### src/rtl/mux_seq_ctrl.sv
// mux_seq_ctrl
//   Serial select/shift/negate scheduler. It evaluates N_OPS operations on one
//   shared datapath, one operation per clock. A per-operation config table
//   (key, shift, invert) is written through the cfg port while idle. Each run
//   is a start/done handshake, and the results land in a registered vector.
// Ports
//   clk, rst_n          clock (rising edge) and asynchronous active-low reset
//   start               run request, accepted only in IDLE
//   in0_vec, in1_vec    packed signed operands, op i at [i*BW_IN +: BW_IN]
//   cfg_we/addr/key/shift/inv   config table write port (IDLE only)
//   busy                high while a run is in progress (state != IDLE)
//   done                one-cycle pulse when out_vec is complete
//   cfg_err             one-cycle pulse when a config write was rejected
//   out_vec             registered results, op i at [i*BW_OUT +: BW_OUT]
module mux_seq_ctrl #(
  parameter int N_OPS     = 4,
  parameter int BW_IN     = 16,
  parameter int BW_OUT    = 16,
  parameter int MAX_SHIFT = 7,
  localparam int AW = (N_OPS > 1) ? $clog2(N_OPS) : 1,
  localparam int SW = (MAX_SHIFT > 0) ? $clog2(MAX_SHIFT + 1) : 1
) (
  input  logic                    clk,
  input  logic                    rst_n,
  input  logic                    start,
  input  logic [N_OPS*BW_IN-1:0]  in0_vec,
  input  logic [N_OPS*BW_IN-1:0]  in1_vec,
  input  logic                    cfg_we,
  input  logic [AW-1:0]           cfg_addr,
  input  logic                    cfg_key,
  input  logic [SW-1:0]           cfg_shift,
  input  logic                    cfg_inv,
  output logic                    busy,
  output logic                    done,
  output logic                    cfg_err,
  output logic [N_OPS*BW_OUT-1:0] out_vec
);

  // Internal arithmetic width: room for the largest shift plus sign. Widened
  // to BW_OUT if the output slot happens to be larger.
  localparam int EW = BW_IN + MAX_SHIFT + 1;
  localparam int RW = (EW > BW_OUT) ? EW : BW_OUT;

  typedef enum logic [1:0] {
    ST_IDLE = 2'd0,
    ST_RUN  = 2'd1,
    ST_DONE = 2'd2
  } state_t;

  state_t                    state_r;
  logic [AW-1:0]             idx_r;
  logic [N_OPS*BW_IN-1:0]    in0_r;
  logic [N_OPS*BW_IN-1:0]    in1_r;
  logic                      key_r   [N_OPS];
  logic                      inv_r   [N_OPS];
  logic [SW-1:0]             shift_r [N_OPS];
  logic                      busy_r;
  logic                      done_r;
  logic                      cfg_err_r;
  logic [N_OPS*BW_OUT-1:0]   out_r;

  logic [BW_IN-1:0]          op0_s;
  logic [BW_IN-1:0]          op1_s;
  logic                      key_s;
  logic                      inv_s;
  logic [SW-1:0]             sh_s;
  logic [RW-1:0]             ext0_s;
  logic [RW-1:0]             ext1_s;
  logic [RW-1:0]             shl_s;
  logic [RW-1:0]             neg_s;
  logic [RW-1:0]             res_s;
  logic                      addr_ok_s;
  logic [SW-1:0]             shift_clamp_s;

  // Pick the snapshot operands and table entry of the current op index.
  always_comb begin
    op0_s = '0;
    op1_s = '0;
    key_s = 1'b0;
    inv_s = 1'b0;
    sh_s  = '0;
    for (int i = 0; i < N_OPS; i++) begin
      if (idx_r == AW'(i)) begin
        op0_s = in0_r[i*BW_IN +: BW_IN];
        op1_s = in1_r[i*BW_IN +: BW_IN];
        key_s = key_r[i];
        inv_s = inv_r[i];
        sh_s  = shift_r[i];
      end else begin
        op0_s = op0_s;
      end
    end
  end

  // Shared datapath: sign-extend, shift, optional negate, then select.
  always_comb begin
    ext0_s = {{(RW-BW_IN){op0_s[BW_IN-1]}}, op0_s};
    ext1_s = {{(RW-BW_IN){op1_s[BW_IN-1]}}, op1_s};
    shl_s  = ext1_s << sh_s;
    if (inv_s) begin
      neg_s = -shl_s;
    end else begin
      neg_s = shl_s;
    end
    if (key_s) begin
      res_s = ext0_s;
    end else begin
      res_s = neg_s;
    end
  end

  // Config write qualification: address range check and shift saturation.
  always_comb begin
    addr_ok_s = (32'(cfg_addr) < 32'(N_OPS));
    if (32'(cfg_shift) > 32'(MAX_SHIFT)) begin
      shift_clamp_s = SW'(MAX_SHIFT);
    end else begin
      shift_clamp_s = cfg_shift;
    end
  end

  // Sequencer FSM, config table and registered outputs.
  always_ff @(posedge clk or negedge rst_n) begin
    if (!rst_n) begin
      state_r   <= ST_IDLE;
      idx_r     <= '0;
      in0_r     <= '0;
      in1_r     <= '0;
      busy_r    <= 1'b0;
      done_r    <= 1'b0;
      cfg_err_r <= 1'b0;
      out_r     <= '0;
      for (int i = 0; i < N_OPS; i++) begin
        key_r[i]   <= 1'b0;
        inv_r[i]   <= 1'b0;
        shift_r[i] <= '0;
      end
    end else begin
      // The table is only writable while idle, so it is frozen during a run.
      // A write on the start edge lands before the first op reads it.
      cfg_err_r <= 1'b0;
      if (cfg_we) begin
        if ((state_r == ST_IDLE) && addr_ok_s) begin
          key_r[cfg_addr]   <= cfg_key;
          inv_r[cfg_addr]   <= cfg_inv;
          shift_r[cfg_addr] <= shift_clamp_s;
        end else begin
          cfg_err_r <= 1'b1;
        end
      end else begin
        cfg_err_r <= 1'b0;
      end

      case (state_r)
        ST_IDLE: begin
          done_r <= 1'b0;
          if (start) begin
            in0_r   <= in0_vec;
            in1_r   <= in1_vec;
            idx_r   <= '0;
            busy_r  <= 1'b1;
            state_r <= ST_RUN;
          end else begin
            busy_r <= 1'b0;
          end
        end
        ST_RUN: begin
          out_r[idx_r*BW_OUT +: BW_OUT] <= res_s[BW_OUT-1:0];
          if (idx_r == AW'(N_OPS - 1)) begin
            done_r  <= 1'b1;
            state_r <= ST_DONE;
          end else begin
            idx_r <= idx_r + AW'(1);
          end
        end
        ST_DONE: begin
          done_r  <= 1'b0;
          busy_r  <= 1'b0;
          state_r <= ST_IDLE;
        end
        default: begin
          done_r  <= 1'b0;
          busy_r  <= 1'b0;
          state_r <= ST_IDLE;
        end
      endcase
    end
  end

  assign busy    = busy_r;
  assign done    = done_r;
  assign cfg_err = cfg_err_r;
  assign out_vec = out_r;

endmodule

### config.mk
export PLATFORM = sky130hd
export DESIGN_NAME = mux_seq_ctrl
export DESIGN_NICKNAME = d
export VERILOG_FILES = /design/src/rtl/mux_seq_ctrl.sv
export SDC_FILE = /design/constraint.sdc
export NUM_CORES = 1
export LEC_CHECK = 0
export ABC_AREA = 1
export CORE_AREA = 2 2 213 110
export DETAILED_ROUTE_END_ITERATION = 10
export DIE_AREA = 0 0 215 112
export PLACE_DENSITY = 0.78
export SYNTH_ARGS = -nofsm -noshare
export SYNTH_HDL_FRONTEND = slang
export SYNTH_SLANG_ARGS = --single-unit
### constraint.sdc
create_clock -name clk -period 3.66 [get_ports clk]
set_input_delay 0.732 -clock clk [delete_from_list [all_inputs] [get_ports clk]]
set_output_delay 0.732 -clock clk [all_outputs]
set_load 0.005 [all_outputs]
## After elaboration in Yosys (flattened, before gate mapping)

Index checks and enable logic that the tools add are counted.

- Input port bits: 139
- Output and inout bits: 67
- Flip-flop bits (word level): 219

- $lt $le $gt $ge: 2
- $add $sub $neg: 3
- Multiplexer cells: 42
- Bitwise gates (word level): 1
- Reduce and logical (&&, ||, !) cells: 8
- Equality and inequality tests: 7
- Shift operators: 3

Operators by type and width:

| kind | count |
|---|---|
| 16-bit two-way mux | 10 |
| 64-bit bitwise mux | 1 |
| 16-bit by 34-bit variable shift with 64-bit output, first input constant | 1 |
| 16-bit by 34-bit variable part select with 64-bit output | 1 |
| 6-bit negator with 34-bit output | 1 |
| 24-bit by 3-bit left shift with 16-bit output | 1 |
| 16-bit negator | 1 |
| 3-bit two-way mux | 5 |
| 1-bit two-way mux | 14 |
| 12-bit bitwise mux | 1 |
| 4-bit bitwise mux | 2 |
| 2-bit two-way mux | 4 |
| 2-bit case mux with 2 select lines | 2 |
| 3-bit demux with 2-bit select | 1 |
| 2-bit inequality test, second input constant | 3 |
| 2-bit AND reduction | 3 |
| 2-bit by 1-bit equality test with 1-bit output, second input constant | 2 |
| 2-bit equality test, second input constant | 2 |
| 2-bit zero test | 2 |
| 3-bit greater-or-equal comparator, second input constant | 1 |
| 3-bit by 1-bit less-than comparator with 1-bit output, second input constant | 1 |
| 2-bit NOT with 3-bit output | 1 |
| 3-bit AND reduction | 1 |
| 2-bit by 1-bit adder with 2-bit output, second input constant | 1 |
| other kinds (4) | 4 |

## Longest topological paths before layout

- Word-level depth: 11
- Depth in mapped cells: 27
- Gate-level depth less buffers: 24

## Least setup slack after synthesis

OpenSTA, ideal clock, no wires.

- Path kind: register -> register
- Start point: register idx_r[0]
- End point: register out_r[17], in the netlist out_vec[17]
- Setup slack: 0.776 ns
- Cell stages (with the launch flop): 19
- Arrival time: 2.802 ns
- Cell sequence: dfrtp_1 > clkbuf_1 > inv_1 > ha_1 > buf_4 > nand3_1 > nand2_2 > a21oi_4 > nand2_1 > nor2_1 > nand2_2 > ha_1 > nor2_1 > a21oi_1 > nor2_1 > a31o_2 > nor2_1 > nand2_1 > o21ai_0

- Cells in the longest elaborated chain, start to end: 11
- Elaborated cells between the ends (all ways): 32
- Those cells by class: add/sub: 2; eq/ne: 3; shift: 3; mux: 23; reduce/logical: 1

RTL lines:

| what | RTL line | text |
|---|---|---|
| from (decl) | 51 | `logic [AW-1:0] idx_r;` |
| from (signal assigned) | 173 | `idx_r <= idx_r + AW'(1);` |
| 2-bit zero test | 83 | `if (idx_r == AW'(i)) begin` |
| 16-bit two-way mux / 3-bit two-way mux (equally long branches) (4 in series) | 83 |  |
| 24-bit by 3-bit left shift with 16-bit output | 99 | `shl_s = ext1_s << sh_s;` |
| 16-bit negator | 101 | `neg_s = -shl_s;` |
| 16-bit two-way mux | 100 | `if (inv_s) begin` |
| 16-bit two-way mux | 105 | `if (key_s) begin` |
| 16-bit by 34-bit variable part select with 64-bit output | 168 | `out_r[idx_r*BW_OUT +: BW_OUT] <= res_s[BW_OUT-1:0];` |
| 64-bit bitwise mux * | 168 |  |
| to (signal, indexed assignment) | 168 |  |
| to (decl) | 60 | `logic [N_OPS*BW_OUT-1:0] out_r;` |

Every way passes the cells marked *; elsewhere a longest branch is shown, timed or not.
A chain may end at the register's enable or synchronous reset.

## Final worst setup path

- Start point: register idx_r[0]
- End point: register out_r[39], in the netlist out_vec[39]

Same word-level chain as after synthesis.

==> results <==
==> cell usage after synthesis, types with 6 or more instances <==
library cell / n / area, um2
sky130_fd_sc_hd__nor2_1: 61 / 229.0
sky130_fd_sc_hd__nand4_1: 18 / 112.6
sky130_fd_sc_hd__o21ai_0: 55 / 275.3
sky130_fd_sc_hd__dfrtp_1: 219 / 5480
sky130_fd_sc_hd__buf_6: 8 / 90.09
sky130_fd_sc_hd__o21ai_1: 15 / 75.07
sky130_fd_sc_hd__inv_2: 6 / 22.52
sky130_fd_sc_hd__clkbuf_1: 43 / 161.4
sky130_fd_sc_hd__a21oi_1: 28 / 140.1
sky130_fd_sc_hd__ha_1: 8 / 100.1
sky130_fd_sc_hd__buf_2: 13 / 65.06
sky130_fd_sc_hd__nand2_1: 765 / 2872
sky130_fd_sc_hd__nand2_2: 14 / 87.58
sky130_fd_sc_hd__inv_1: 35 / 131.4
sky130_fd_sc_hd__nand3_1: 81 / 405.4
sky130_fd_sc_hd__a22oi_1: 19 / 142.6
sky130_fd_sc_hd__o211ai_1: 19 / 142.6
sky130_fd_sc_hd__buf_1: 8 / 30.03
==> where the power goes <==
group          switching [mW]  leakage [nW]  internal (mW)  total [mW]
clock network           0.909         0.317           1.14        2.05
logic                    5.68          3.91           2.89        8.58
registers               0.655          2.81           3.48        4.13
total                    7.25          7.03           7.51        14.8
==> cell type report <==
| cell class | count | area (um2) | share of cell area, % |
|---|---|---|---|
| Clock buffer | 28 | 601.8 | 4.329 |
| Inverter | 44 | 170.2 | 1.224 |
| Sequential cell | 219 | 5480 | 39.42 |
| Tap cell | 307 | 384.1 | 2.763 |
| Clock inverter | 5 | 25.02 | 0.1800 |
| Multi-Input combinational cell | 1123 | 4931 | 35.47 |
| Timing Repair Buffer | 232 | 2308 | 16.61 |
==> registers in the layout (all words and copies together), names as in the netlist, 2 cells and up <==
signal / flops
state_r: 2
shift_r: 12
in1_r: 64
key_r: 4
out_vec: 64
inv_r: 4
in0_r: 64
idx_r: 2
==> through the flow <==
stage	setup WS, ns	std cells	power, mW	area [um2]
after floorplan	0.7757	1463	9.821	10950
after CTS	0.2885	1957	14.62	13880
after detailed placement	0.3127	1924	12.52	13250
final	0.3468	1958	14.76	13900
after global placement	0.3032	1924	12.38	13250
after global routing	0.04236	1958	16.09	13900
==> cell families after synthesis <==
logic type / Yosys count / share of synthesized area, %
xor gates and xnor gates: 5 / 0.4000
DFF: 219 / 50.06
adders and majority gates: 8 / 0.9143
AOI/OAI and AO/OA: 153 / 8.446
and+or+nand+nor: 957 / 35.14
buffers and inverters: 121 / 5.040
==> cells in the final DEF, fill, tap and decap left out, drive strengths merged <==
cell	synthesis	layout
a21oi	29	29
a22o	3	3
a22oi	19	19
a31o	1	1
a31oi	3	3
and2	1	1
buf	34	28
clkbuf	43	28
clkdlybuf4s50	0	204
clkinv	2	6
dfrtp	219	219
ha	8	8
inv	42	43
nand2	781	781
nand3	85	85
nand3b	1	1
nand4	18	18
nor2	65	65
nor3	2	2
o211ai	19	19
o21ai	74	74
o31ai	5	5
or2	4	4
xnor2	1	1
xor2	4	4
==> per-layer routing <==
layer  global-route usage [%]  part of all wire, %  up-vias
met2                    38.71                   40      461
met3                    6.257                  9.7       21
met4                    3.586                 0.97        0
met1                    43.93                   49     4848
met5                        0                    0        -
li1                         -                    -     5000
==> what timing repair did <==
action | 4_1_cts | 5_1_grt
setup endpoints to repair | 0 | 29
resized for setup | 0 | 4
setup buffers | 0 | 1
==> critical path, delay by kind of cell, from the launching register on <==
family | cells | cell delay, ns
AOI/OAI and AO/OA | 4 | 0.48
and+or+nand+nor | 8 | 1.55
adders and majority gates | 1 | 0.30
DFF | 1 | 0.39
buffers and inverters | 3 | 0.44
==> worst min path at each step <==
stage	startpoint	end	slack, ns
CTS	rst_n	busy	0.26
detailed placement	in1_r[61]	in1_r[61]	0.46
floorplan	rst_n	busy	0.44
finish	rst_n	inv_r[3]	0.22
global placement	in1_r[62]	in1_r[62]	0.46
global route	rst_n	inv_r[3]	0.29
==> run summary <==
The Yosys step of the flow raised 0 warnings. The post-synthesis cell area is 0.01095 mm2. The count of inserted antenna diode cells is 0. The post-synthesis register bit count came out at 219.

Counting flops with a built-in enable in the synthesized netlist gives 0. The critical path start-end classification is reg -> reg. The maximum fanout encountered on the critical timing path came out at 30. The post-DP HPWL is 23800 um. In this run the core area contains 39 standard-cell rows. The number of vias in the routed layout is 10330. In the routed layout, each cell is associated on average with a via count of 5.276. The first global-routing pass estimated 53390 um of wire. Clock tree synthesis selected as its root buffer the cell sky130_fd_sc_hd__clkbuf_16. The remaining design rule violation count came out at 0. The wire length per cell after detailed routing came out at 16.80 um.

The slowest stage of the critical path belongs to the cell sky130_fd_sc_hd__dfrtp_1. The worst endpoint required time is 4.01 ns. Synthesis produced a netlist whose cell count is 1463. The number of antenna violations at the first check in global routing was 0.

STA puts the critical path data arrival time at 3.66 ns. Entering global routing, the biggest net connects 127 pins. The fraction of synthesis flops using an asynchronous set or reset pin is 100.0%. Clock-pin slew was measured on the worst setup and hold paths at 0.07 ns. The power density over the cells came out at 1062 mW/mm2. The worst register-to-register path begins at idx_r[0]. The number of levels in the clock H-tree came out at 1.

The relative slew slack is 50.56%. The class of the worst hold path is in -> async. The critical path endpoint is out_vec[39]. The number of failing hold endpoints at the final stage is 0. The via count of the first global-routing pass is 9950.

The number of I/O port buffers is 205. The maximum clock frequency came out at 0.3018 GHz. The net count of the finished layout came out at 1787. The die is 112 um tall. STA classifies the critical path startpoint as a register. The number of buffers inserted by hold repair at cts is 0. For this block, the initial DRC count from the detailed router was 1163. The final hold slack came out at 0.2239 ns.

Traced cell by cell, the critical path runs through buf_6 > ha_2 > inv_1 > or2_2 > nand2_2 > nand3_1 > nand3_1 > inv_2 > nor2_2 > nand3_2 > o21ai_2 > a21oi_1 > o21ai_0 > nand2_1 > nand2_1 > o21ai_0. The tool flagged a number of max-cap violations equal to 0. The average footprint of a synthesized cell came out at 7.483 um2.

206 I/O pins were placed. The count of filler cells inserted in the layout came out at 2077. The number of different library cells in the post-synthesis netlist is 39. The post-layout utilization of the core came out at 62.20%.

The area growth from synthesis to layout came out at 26.97%. The routed wire length came out at 32890 um. The shortest clock period the worst path allows after layout is 3.313 ns. The max-slew violation count is 0. The largest buffer count on any clock path is 3.

The depth of the worst register-to-register path came out at 16. For this run, the register share of the synthesized area comes to 50.06%. The leakage power came out at 7.027 nW.

The first-pass detailed-route iteration total is 5. The setup-violating endpoint count in the final report came out at 0. Among all flip-flop cells after synthesis, the most frequent one is sky130_fd_sc_hd__dfrtp_1.

The floorplan core area is 0.02235 mm2. TritonCTS built the clock tree. The die is 215 um wide. The setup TNS after final layout is 0 ns. The effective utilization at floorplan is 48.99%.

The worst voltage drop across the vdd grid came out at 0.5027 mV. The clock network latency to the later pin of the worst-skew pair is 0.50 ns. The kind of capture point of the worst setup path is a register. The all-layer global routing usage is 27.51%. The post-synth net total is 1610. The final critical-path share of the clock period is 90.53%. In this run the critical register-to-register path is captured at out_vec[39]. The die footprint came out at 0.02408 mm2. The slack of the worst reg-to-reg path came out at 0.35 ns. The largest single stage delay on the critical path is 0.39 ns. The detail route stage leaves a number of antenna-violating nets equal to 0. Setup repair after global routing left no endpoint under its margin.

For this run the aggregate overflow at the end of global routing stands at 0. The global placer's final weighted congestion came out at 0.8813. The flow ran to the end, and the final reports show no timing, DRC or antenna violations. The final clock skew came out at 0.007485 ns.

In this run the worst setup path begins at idx_r[0]. The number of clock buffers inserted by TritonCTS is 20. The number of sinks on the clock net is 219. The transition time at the pin with the least slew margin came out at 0.7395 ns. The layout cell share with drive strength beyond 1 is 6.360%.
(Power assumes the default switching activity.)
